[config.mk]
export PLATFORM = sky130hd
export DESIGN_NAME = trace_request_queue_flat
export DESIGN_NICKNAME = d
export VERILOG_FILES = /design/src/rtl/trace_request_queue_if.sv /design/src/rtl/trace_request_queue.sv /design/src/flat_wrapper.sv
export SDC_FILE = /design/constraint.sdc
export NUM_CORES = 2
export LEC_CHECK = 0
export CAP_MARGIN = 15
export CORE_ASPECT_RATIO = 1.75
export CORE_UTILIZATION = 36
export DETAILED_ROUTE_END_ITERATION = 8
export SLEW_MARGIN = 15
export SYNTH_ARGS = -nofsm -noshare
export SYNTH_HDL_FRONTEND = slang
export SYNTH_SLANG_ARGS = --single-unit
[constraint.sdc]
create_clock -name clk -period 10.79 [get_ports clk]
set_clock_uncertainty 0.15 [all_clocks]
set_input_delay 2.158 -clock clk [delete_from_list [all_inputs] [get_ports clk]]
set_output_delay 2.158 -clock clk [all_outputs]
set_load 0.02 [all_outputs]
[src/rtl/trace_request_queue_if.sv]
// Parser-side and scheduler-side handshake bundle for trace_request_queue.
// The master modport is the environment (parser + scheduler); the slave is the queue.
interface trace_request_queue_if #(
  parameter int TIME_WIDTH     = 64,
  parameter int CPU_CORE_WIDTH = 4,
  parameter int MEM_OPN_WIDTH  = 3,
  parameter int MEM_ADDR_WIDTH = 34
);
  logic                      in_valid;
  logic                      in_ready;
  logic [TIME_WIDTH-1:0]     in_time;
  logic [CPU_CORE_WIDTH-1:0] in_core;
  logic [MEM_OPN_WIDTH-1:0]  in_opn;
  logic [MEM_ADDR_WIDTH-1:0] in_addr;

  logic                      out_valid;
  logic                      out_ready;
  logic [TIME_WIDTH-1:0]     out_time;
  logic [CPU_CORE_WIDTH-1:0] out_core;
  logic [MEM_OPN_WIDTH-1:0]  out_opn;
  logic [15:0]               out_row;
  logic [9:0]                out_col;
  logic [1:0]                out_bank;
  logic [2:0]                out_bg;
  logic                      out_chan;

  modport master (
    output in_valid, in_time, in_core, in_opn, in_addr, out_ready,
    input  in_ready, out_valid, out_time, out_core, out_opn,
           out_row, out_col, out_bank, out_bg, out_chan
  );

  modport slave (
    input  in_valid, in_time, in_core, in_opn, in_addr, out_ready,
    output in_ready, out_valid, out_time, out_core, out_opn,
           out_row, out_col, out_bank, out_bg, out_chan
  );
endinterface

[src/rtl/trace_request_queue.sv]
// In-order trace FIFO releasing the head once the CPU-cycle counter reaches its timestamp; push visible at head
// one cycle later, in_ready drops only on registered full. Optional counters under `TRACE_QUEUE_STATS_EN.
module trace_request_queue #(
  parameter int DEPTH          = 16,
  parameter int TIME_WIDTH     = 64,
  parameter int CPU_CORE_WIDTH = 4,
  parameter int MEM_OPN_WIDTH  = 3,
  parameter int MEM_ADDR_WIDTH = 34
) (
  input  logic                     clk,
  input  logic                     rst,
  trace_request_queue_if.slave     q_if,
  output logic [TIME_WIDTH-1:0]    now,
  output logic [$clog2(DEPTH):0]   count,
  output logic                     drop_err,
  output logic                     order_err
`ifdef TRACE_QUEUE_STATS_EN
  ,
  output logic [$clog2(DEPTH):0]   stat_peak,
  output logic [31:0]              stat_full_cycles,
  output logic [31:0]              stat_issued
`endif
);

  localparam int AW = $clog2(DEPTH);
  localparam int CW = AW + 1;
  localparam logic [CW-1:0]            DEPTH_C = CW'(DEPTH);
  localparam logic [MEM_OPN_WIDTH-1:0] OPN_MAX = MEM_OPN_WIDTH'(2);

  // addr[1:0] never reaches the scheduler, so only addr[33:2] is stored.
  typedef struct packed {
    logic [TIME_WIDTH-1:0]     ts;
    logic [CPU_CORE_WIDTH-1:0] core;
    logic [MEM_OPN_WIDTH-1:0]  opn;
    logic [MEM_ADDR_WIDTH-3:0] addr;
  } entry_t;

  entry_t                  r_mem [DEPTH];
  logic [AW-1:0]           r_wr_ptr;
  logic [AW-1:0]           r_rd_ptr;
  logic [CW-1:0]           r_count;
  logic [TIME_WIDTH-1:0]   r_now;
  logic [TIME_WIDTH-1:0]   r_last_time;
  logic                    r_drop_err;
  logic                    r_order_err;

  entry_t                  w_head;
  entry_t                  w_in_entry;
  logic                    w_in_ready;
  logic                    w_out_valid;
  logic                    w_push;
  logic                    w_legal;
  logic                    w_store;
  logic                    w_pop;
  logic                    w_unused_addr_lsb;

  assign w_in_ready  = (r_count < DEPTH_C);
  assign w_head      = r_mem[r_rd_ptr];
  assign w_out_valid = (r_count != '0) && (r_now >= w_head.ts);

  assign w_push  = q_if.in_valid && w_in_ready;
  assign w_legal = (q_if.in_opn <= OPN_MAX);
  assign w_store = w_push && w_legal;
  assign w_pop   = w_out_valid && q_if.out_ready;

  assign w_in_entry.ts   = q_if.in_time;
  assign w_in_entry.core = q_if.in_core;
  assign w_in_entry.opn  = q_if.in_opn;
  assign w_in_entry.addr = q_if.in_addr[MEM_ADDR_WIDTH-1:2];
  assign w_unused_addr_lsb = ^q_if.in_addr[1:0];

  assign q_if.in_ready  = w_in_ready;
  assign q_if.out_valid = w_out_valid;
  assign q_if.out_time  = w_head.ts;
  assign q_if.out_core  = w_head.core;
  assign q_if.out_opn   = w_head.opn;

  // Stored index = physical bit - 2: row addr[33:18], col {addr[17:12], addr[5:2]},
  // bank addr[11:10], bank group addr[9:7], channel addr[6].
  assign q_if.out_row  = w_head.addr[31:16];
  assign q_if.out_col  = {w_head.addr[15:10], w_head.addr[3:0]};
  assign q_if.out_bank = w_head.addr[9:8];
  assign q_if.out_bg   = w_head.addr[7:5];
  assign q_if.out_chan = w_head.addr[4];

  assign now       = r_now;
  assign count     = r_count;
  assign drop_err  = r_drop_err;
  assign order_err = r_order_err;

  always_ff @(posedge clk) begin
    if (w_store) begin
      r_mem[r_wr_ptr] <= w_in_entry;
    end
  end

  always_ff @(posedge clk) begin
    if (rst) begin
      r_wr_ptr    <= '0;
      r_rd_ptr    <= '0;
      r_count     <= '0;
      r_now       <= '0;
      r_last_time <= '0;
      r_drop_err  <= 1'b0;
      r_order_err <= 1'b0;
    end else begin
      r_now <= r_now + TIME_WIDTH'(1);

      if (w_store) begin
        r_wr_ptr <= r_wr_ptr + AW'(1);
      end
      if (w_pop) begin
        r_rd_ptr <= r_rd_ptr + AW'(1);
      end

      case ({w_store, w_pop})
        2'b10:   r_count <= r_count + CW'(1);
        2'b01:   r_count <= r_count - CW'(1);
        default: r_count <= r_count;
      endcase

      // Dropped entries complete the handshake but leave the ordering reference alone.
      if (w_push && !w_legal) begin
        r_drop_err <= 1'b1;
      end
      if (w_store) begin
        if (q_if.in_time < r_last_time) begin
          r_order_err <= 1'b1;
        end
        r_last_time <= q_if.in_time;
      end
    end
  end

`ifdef TRACE_QUEUE_STATS_EN
  logic [CW-1:0] r_stat_peak;
  logic [31:0]   r_stat_full_cycles;
  logic [31:0]   r_stat_issued;

  always_ff @(posedge clk) begin
    if (rst) begin
      r_stat_peak        <= '0;
      r_stat_full_cycles <= '0;
      r_stat_issued      <= '0;
    end else begin
      if (r_count > r_stat_peak) begin
        r_stat_peak <= r_count;
      end
      if (q_if.in_valid && !w_in_ready && (r_stat_full_cycles != '1)) begin
        r_stat_full_cycles <= r_stat_full_cycles + 32'd1;
      end
      if (w_pop && (r_stat_issued != '1)) begin
        r_stat_issued <= r_stat_issued + 32'd1;
      end
    end
  end

  assign stat_peak        = r_stat_peak;
  assign stat_full_cycles = r_stat_full_cycles;
  assign stat_issued      = r_stat_issued;
`endif

endmodule

[src/flat_wrapper.sv]
// flat-port wrapper written by rule: the top's interface ports become plain ports
module trace_request_queue_flat 
#(
  parameter int DEPTH          = 16,
  parameter int TIME_WIDTH     = 64,
  parameter int CPU_CORE_WIDTH = 4,
  parameter int MEM_OPN_WIDTH  = 3,
  parameter int MEM_ADDR_WIDTH = 34
)
  (clk, rst, now, count, drop_err, order_err, q_if_in_valid, q_if_in_time, q_if_in_core, q_if_in_opn, q_if_in_addr, q_if_out_ready, q_if_in_ready, q_if_out_valid, q_if_out_time, q_if_out_core, q_if_out_opn, q_if_out_row, q_if_out_col, q_if_out_bank, q_if_out_bg, q_if_out_chan);
  trace_request_queue_if #(.TIME_WIDTH(TIME_WIDTH), .CPU_CORE_WIDTH(CPU_CORE_WIDTH), .MEM_OPN_WIDTH(MEM_OPN_WIDTH), .MEM_ADDR_WIDTH(MEM_ADDR_WIDTH)) q_if_i ();
  input  logic clk;
  input  logic rst;
  output logic [TIME_WIDTH-1:0] now;
  output logic [$clog2(DEPTH):0] count;
  output logic drop_err;
  output logic order_err;
  input wire logic [$bits(q_if_i.in_valid)-1:0] q_if_in_valid;
  input wire logic [$bits(q_if_i.in_time)-1:0] q_if_in_time;
  input wire logic [$bits(q_if_i.in_core)-1:0] q_if_in_core;
  input wire logic [$bits(q_if_i.in_opn)-1:0] q_if_in_opn;
  input wire logic [$bits(q_if_i.in_addr)-1:0] q_if_in_addr;
  input wire logic [$bits(q_if_i.out_ready)-1:0] q_if_out_ready;
  output wire logic [$bits(q_if_i.in_ready)-1:0] q_if_in_ready;
  output wire logic [$bits(q_if_i.out_valid)-1:0] q_if_out_valid;
  output wire logic [$bits(q_if_i.out_time)-1:0] q_if_out_time;
  output wire logic [$bits(q_if_i.out_core)-1:0] q_if_out_core;
  output wire logic [$bits(q_if_i.out_opn)-1:0] q_if_out_opn;
  output wire logic [$bits(q_if_i.out_row)-1:0] q_if_out_row;
  output wire logic [$bits(q_if_i.out_col)-1:0] q_if_out_col;
  output wire logic [$bits(q_if_i.out_bank)-1:0] q_if_out_bank;
  output wire logic [$bits(q_if_i.out_bg)-1:0] q_if_out_bg;
  output wire logic [$bits(q_if_i.out_chan)-1:0] q_if_out_chan;
  assign q_if_i.in_valid = q_if_in_valid;
  assign q_if_i.in_time = q_if_in_time;
  assign q_if_i.in_core = q_if_in_core;
  assign q_if_i.in_opn = q_if_in_opn;
  assign q_if_i.in_addr = q_if_in_addr;
  assign q_if_i.out_ready = q_if_out_ready;
  assign q_if_in_ready = q_if_i.in_ready;
  assign q_if_out_valid = q_if_i.out_valid;
  assign q_if_out_time = q_if_i.out_time;
  assign q_if_out_core = q_if_i.out_core;
  assign q_if_out_opn = q_if_i.out_opn;
  assign q_if_out_row = q_if_i.out_row;
  assign q_if_out_col = q_if_i.out_col;
  assign q_if_out_bank = q_if_i.out_bank;
  assign q_if_out_bg = q_if_i.out_bg;
  assign q_if_out_chan = q_if_i.out_chan;
  trace_request_queue #(.DEPTH(DEPTH), .TIME_WIDTH(TIME_WIDTH), .CPU_CORE_WIDTH(CPU_CORE_WIDTH), .MEM_OPN_WIDTH(MEM_OPN_WIDTH), .MEM_ADDR_WIDTH(MEM_ADDR_WIDTH)) u_core (.clk(clk), .rst(rst), .q_if(q_if_i), .now(now), .count(count), .drop_err(drop_err), .order_err(order_err));
endmodule
## Word-level counts from Yosys, hierarchy flattened

Memories as Yosys holds them, arrays and structs flattened. A register that Yosys moved wholly into a read port is not among the register bits.
Cells that the tools add are included.

- Reduce and logical (&&, ||, !) cells: 9
- Bitwise operators: 0
- Multiplexer cells: 5
- Multipliers: 0
- Equal/unequal tests: 2
- Div/mod/pow operators: 0
- Shifts and indexed selects: 0
- Add/sub/neg operators: 5
- Magnitude comparators: 4

Operators by type and width:

| cell | number |
|---|---|
| 64-bit by 1-bit adder with 64-bit output, second input constant | 1 |
| 64-bit >= comparator | 1 |
| 64-bit less-than comparator | 1 |
| 5-bit one-hot mux with 2 select lines | 1 |
| 4-bit by 1-bit adder with 4-bit output, second input constant | 2 |
| 4-bit two-way mux | 2 |
| 5-bit by 1-bit adder with 5-bit output, second input constant | 1 |
| 1-bit logical AND | 5 |
| 5-bit less-than comparator, second input constant | 1 |
| 5-bit nonzero test | 1 |
| 5-bit by 1-bit subtractor with 5-bit output, second input constant | 1 |
| 3-bit by 2-bit <= comparator with 1-bit output, second input constant | 1 |
| 2-bit by 1-bit equality test with 1-bit output, second input constant | 1 |
| 2-bit equality test, second input constant | 1 |
| 1-bit two-way mux | 2 |
| 2-bit AND reduction | 1 |
| 2-bit nonzero test | 1 |
| 1-bit zero test | 1 |

- Input bits: 109
- Bits in latches: 0
- Memories kept: 1
- RAM bits: 1,648
- Memory bits (read-only): 0
- Flip-flop bits (word level): 143

Memories:

| name | depth | width | read ports | clocked after memory_dff | wr ports | line | text |
|---|---|---|---|---|---|---|---|
| u_core.r_mem | 16 | 103 | 1 | 1 | 1 | trace_request_queue.sv:38 | `entry_t r_mem [DEPTH];` |

## Logic depth before layout (Yosys ltp)

- Word-level depth: 5
- Mapped depth: 22

## Least setup slack after synthesis

OpenSTA, ideal clock, no wires.

- Kind: input to register
- Start: input q_if_in_opn[1]
- End: memory u_core.r_mem[0][0] (netlist name), enable pin
- Path slack: -0.145 ns
- Stages on the path: 6
- Required time: 9.949 ns
- Arrival: 10.094 ns
- Setup time: 0.691 ns
- Path through: a21oi_1 and2_1 clkbuf_1 clkbuf_1 nand2_1 nor3_1

- Word-level cells in the longest chain between the ends: 4

RTL lines:

| element | line | text |
|---|---|---|
| start, declared | flat_wrapper.sv:21 | `input wire logic [$bits(q_if_i.in_opn)-1:0] q_if_in_opn;` |
| 3-bit by 2-bit <= comparator with 1-bit output | trace_request_queue.sv:62 | `assign w_legal = (q_if.in_opn <= OPN_MAX);` |
| 1-bit logical AND | trace_request_queue.sv:63 | `assign w_store = w_push && w_legal;` |
| 1-bit two-way mux | trace_request_queue.sv:92 | `if (w_store) begin` |
| 1-bit two-way mux (not written as such) | trace_request_queue.sv:93 | `r_mem[r_wr_ptr] <= w_in_entry;` |
| end, declared | trace_request_queue.sv:38 |  |

No other way between the ends.

==> results.toml <==
[detailed_routing]
first_pass_iters = 5
vias_per_cell = 5.280
drt_iter0_drc = 2908
num_vias = 34550
totalWireLength_mm = 181.2
final_antenna_net_count = 0
drc = 0
wl_per_cell_um = 27.69

[synth]
syn_avg_cell_area_um2 = 20.56
synth_edf_count = 1648
yosys_warnings = 0
postSynth.asyncResetShare = 0
syn_nets = 3682
ys_seq_area_frac = 0.7425
synth-seq-cells = 1795
yosysUniqueCellTypes = 52
synthFlopType = "edfxtp_1"
synthCells = 3435
syn-cell-area_um2 = 70610

[clock_network]
clock_latency_ps = 810
clk_pin_slew_ps = 60
clockBufferDepth = 4
cts.hold.buffers_added = 0
clockRootBuffer = "clkbuf_16"
cts_resized = 0
post-cts-setup-buffer-count = 0
cts.sinks = 1795
cts_buffers = 167
cts_tree = "done"
cts_max_level = 4

[timing]
finalSetupViolations = 0
slew_violations = 0
tns_ps = 0
slew_headroom = 0.2772
hold_viol = 0
rsz0062_at_grt = "false"
worst_pin_slew_ps = 1084
hold_slack_ps = 304.8
finalCritPeriodShare = 0.8020
fmax_mhz = 115.6
fin_crit_ps = 8653

[final_layout]
fin_area_um2 = 82510
layout_commonest_cell = "edfxtp_1"
multi_input_area_um2 = 17240
final_util = 0.4244
fillCellCount = 17000
area_growth_pct = 16.84
num-nets-final = 4065
drive_gt1_frac = 0.2212
seqCellArea_um2 = 52450
layout_common_cells = "edfxtp_1, mux4_2, clkdlybuf4s50_1"

[floorplan]
placementRows = 214
die_w_um = 336.8
ios = 285
die_y_um = 587.9
initial_utilization = 0.3633
die_area_um2 = 198000
coreArea_um2 = 194400

[global_routing]
grt_pass1_vias = 36060
track_usage = 0.1830
grt_start_max_net_pins = 104
antenna_found_initial = 26
overflow = 0
grt_first_pass_wirelength_mm = 258.3

[worst_setup_path]
cp-start-kind = "register"
critPathRequiredTime_ps = 8480
crit_type = "register to primary output"
r2r-end = "u_core.count[4]$_SDFFE_PP0P_"
end_kind = "primary output"
crit_arrival_ps = 6350
rr_worst_depth = 20
cp_max_fo = 81
reg2reg_slack_ps = 3770

[worst_hold_path]
min_to = "u_core.r_last_time[54]$_SDFFE_PP0P_"
holdCritPathClass = "register to register"
hold_start = "u_core.r_last_time[54]$_SDFFE_PP0P_"
hold-path-cell-count = 2

[power_and_ir_drop]
power.total_mw = 14.00
p_per_area_nw_per_um2 = 169.7
ir_drop_uv = 120.3
leakage_nw = 25.55

[placement]
placed_cell_area_um2 = 77060
io_buffers = 282
routabilityCongestion = 0.7980
hpwl_mm = 102.1

[outcome]
status = "finished, final reports clean"

[flow_run]
maxCapViolations = 0
## metal layers
| layer | wire [um] | GRT usage | part of all wire | vias up |
|---|---|---|---|---|
| met2 | 93120 | 0.3172 | 0.51 | 980 |
| met3 | 12070 | 0.04059 | 0.067 | 278 |
| met1 | 70400 | 0.2266 | 0.39 | 18510 |
| met5 | 176 | 0 | 0.00097 | - |
| met4 | 5391 | 0.05595 | 0.030 | 28 |
| li1 | - | - | - | 14750 |
## final cells by class
cell class	count	area share
Timing Repair Buffer	364	0.04381
Sequential cell	1795	0.6356
Clock inverter	97	0.01287
Antenna cell	8	0.0002426
Inverter	139	0.006324
Multi-Input combinational cell	1351	0.2089
Tap cell	2592	0.03931
Clock buffer	197	0.05291
## cell usage after synthesis, types with 2 or more instances
cell / n / area share
edfxtp_1: 1648 / 0.70
mux4_2: 515 / 0.16
nand2_1: 181 / 0.0096
dfxtp_1: 147 / 0.042
inv_1: 139 / 0.0074
ha_1: 137 / 0.024
a21oi_1: 119 / 0.0084
clkbuf_1: 109 / 0.0058
nor2_1: 99 / 0.0053
xor2_1: 39 / 0.0048
a21o_1: 37 / 0.0039
buf_1: 37 / 0.0020
nand4_1: 33 / 0.0029
o21ai_0: 29 / 0.0021
nand3_1: 24 / 0.0017
xnor2_1: 22 / 0.0027
and3_1: 16 / 0.0014
nor2b_1: 13 / 0.0012
and2_1: 9 / 0.00080
nor3_1: 9 / 0.00064
nor4_1: 9 / 0.00080
or3_1: 8 / 0.00071
and4_1: 7 / 0.00087
nand2b_1: 5 / 0.00044
o211ai_1: 5 / 0.00053
a221oi_1: 3 / 0.00037
buf_2: 3 / 0.00021
o21a_1: 3 / 0.00032
or4_1: 3 / 0.00032
a311oi_1: 2 / 0.00025
nand2_2: 2 / 0.00018
nor3b_1: 2 / 0.00021
nor4_4: 2 / 0.00060
## kinds of logic (layout without fill, tap and decap cells)
| family | Yosys count | in the layout | synth area share |
|---|---|---|---|
| other | 0 | 8 | 0 |
| flip-flops | 1795 | 1795 | 0.7425 |
| AND/OR/NAND/NOR | 428 | 428 | 0.02847 |
| AO/OA/AOI/OAI | 208 | 208 | 0.01705 |
| XOR/XNOR | 61 | 61 | 0.007566 |
| adder cells (fa/ha/maj) | 138 | 138 | 0.02456 |
| multiplexers | 516 | 516 | 0.1644 |
| buffers and inverters | 289 | 797 | 0.01547 |
## per-stage QoR
step                      setup WS [ps]  instances
after floorplan                   144.8       3435
final                              2137       6543
after global placement             2853       6241
after global routing               1837       6537
after detailed placement           2891       6241
after CTS                          2030       6535
## registers in the layout, indices dropped and copies added (netlist names), named ones only
name / count
u_core.r_mem: 1648
u_core.now: 64
u_core.r_last_time: 64
u_core.count: 5
u_core.r_rd_ptr: 4
u_core.r_wr_ptr: 4
u_core.drop_err: 1
u_core.order_err: 1
## worst max-delay path by stage
stage                   startpoint                           end  cells past startpoint
floorplan           q_if_in_opn[1]  u_core.r_mem[3][0]$_DFFE_PP_                      5
global placement          register                q_if_out_valid                     13
detailed placement        register                q_if_out_valid                     13
CTS                       register                q_if_out_valid                     13
global route              register                q_if_out_valid                     13
finish                    register                q_if_out_valid                     12
## where the power goes
group          leakage [nW]  internal (mW)  total, mW  switching, mW
registers              16.0           7.62       7.64         0.0137
clock network          2.65           3.41       5.97           2.56
logic                  6.87          0.139      0.395          0.257
## worst max-delay path, cell delays in order (launching register included)
cell and delay [ps]:
dfxtp_4 660, buf_12 490, mux4_2 610, mux4_2 470
inv_1 240, ha_1 300, a21oi_1 170, o21ai_0 250
a221oi_1 410, nor3_1 100, nor4_2 910, a21oi_1 140
clkdlybuf4s50_1 580
(Power assumes the default switching activity.)
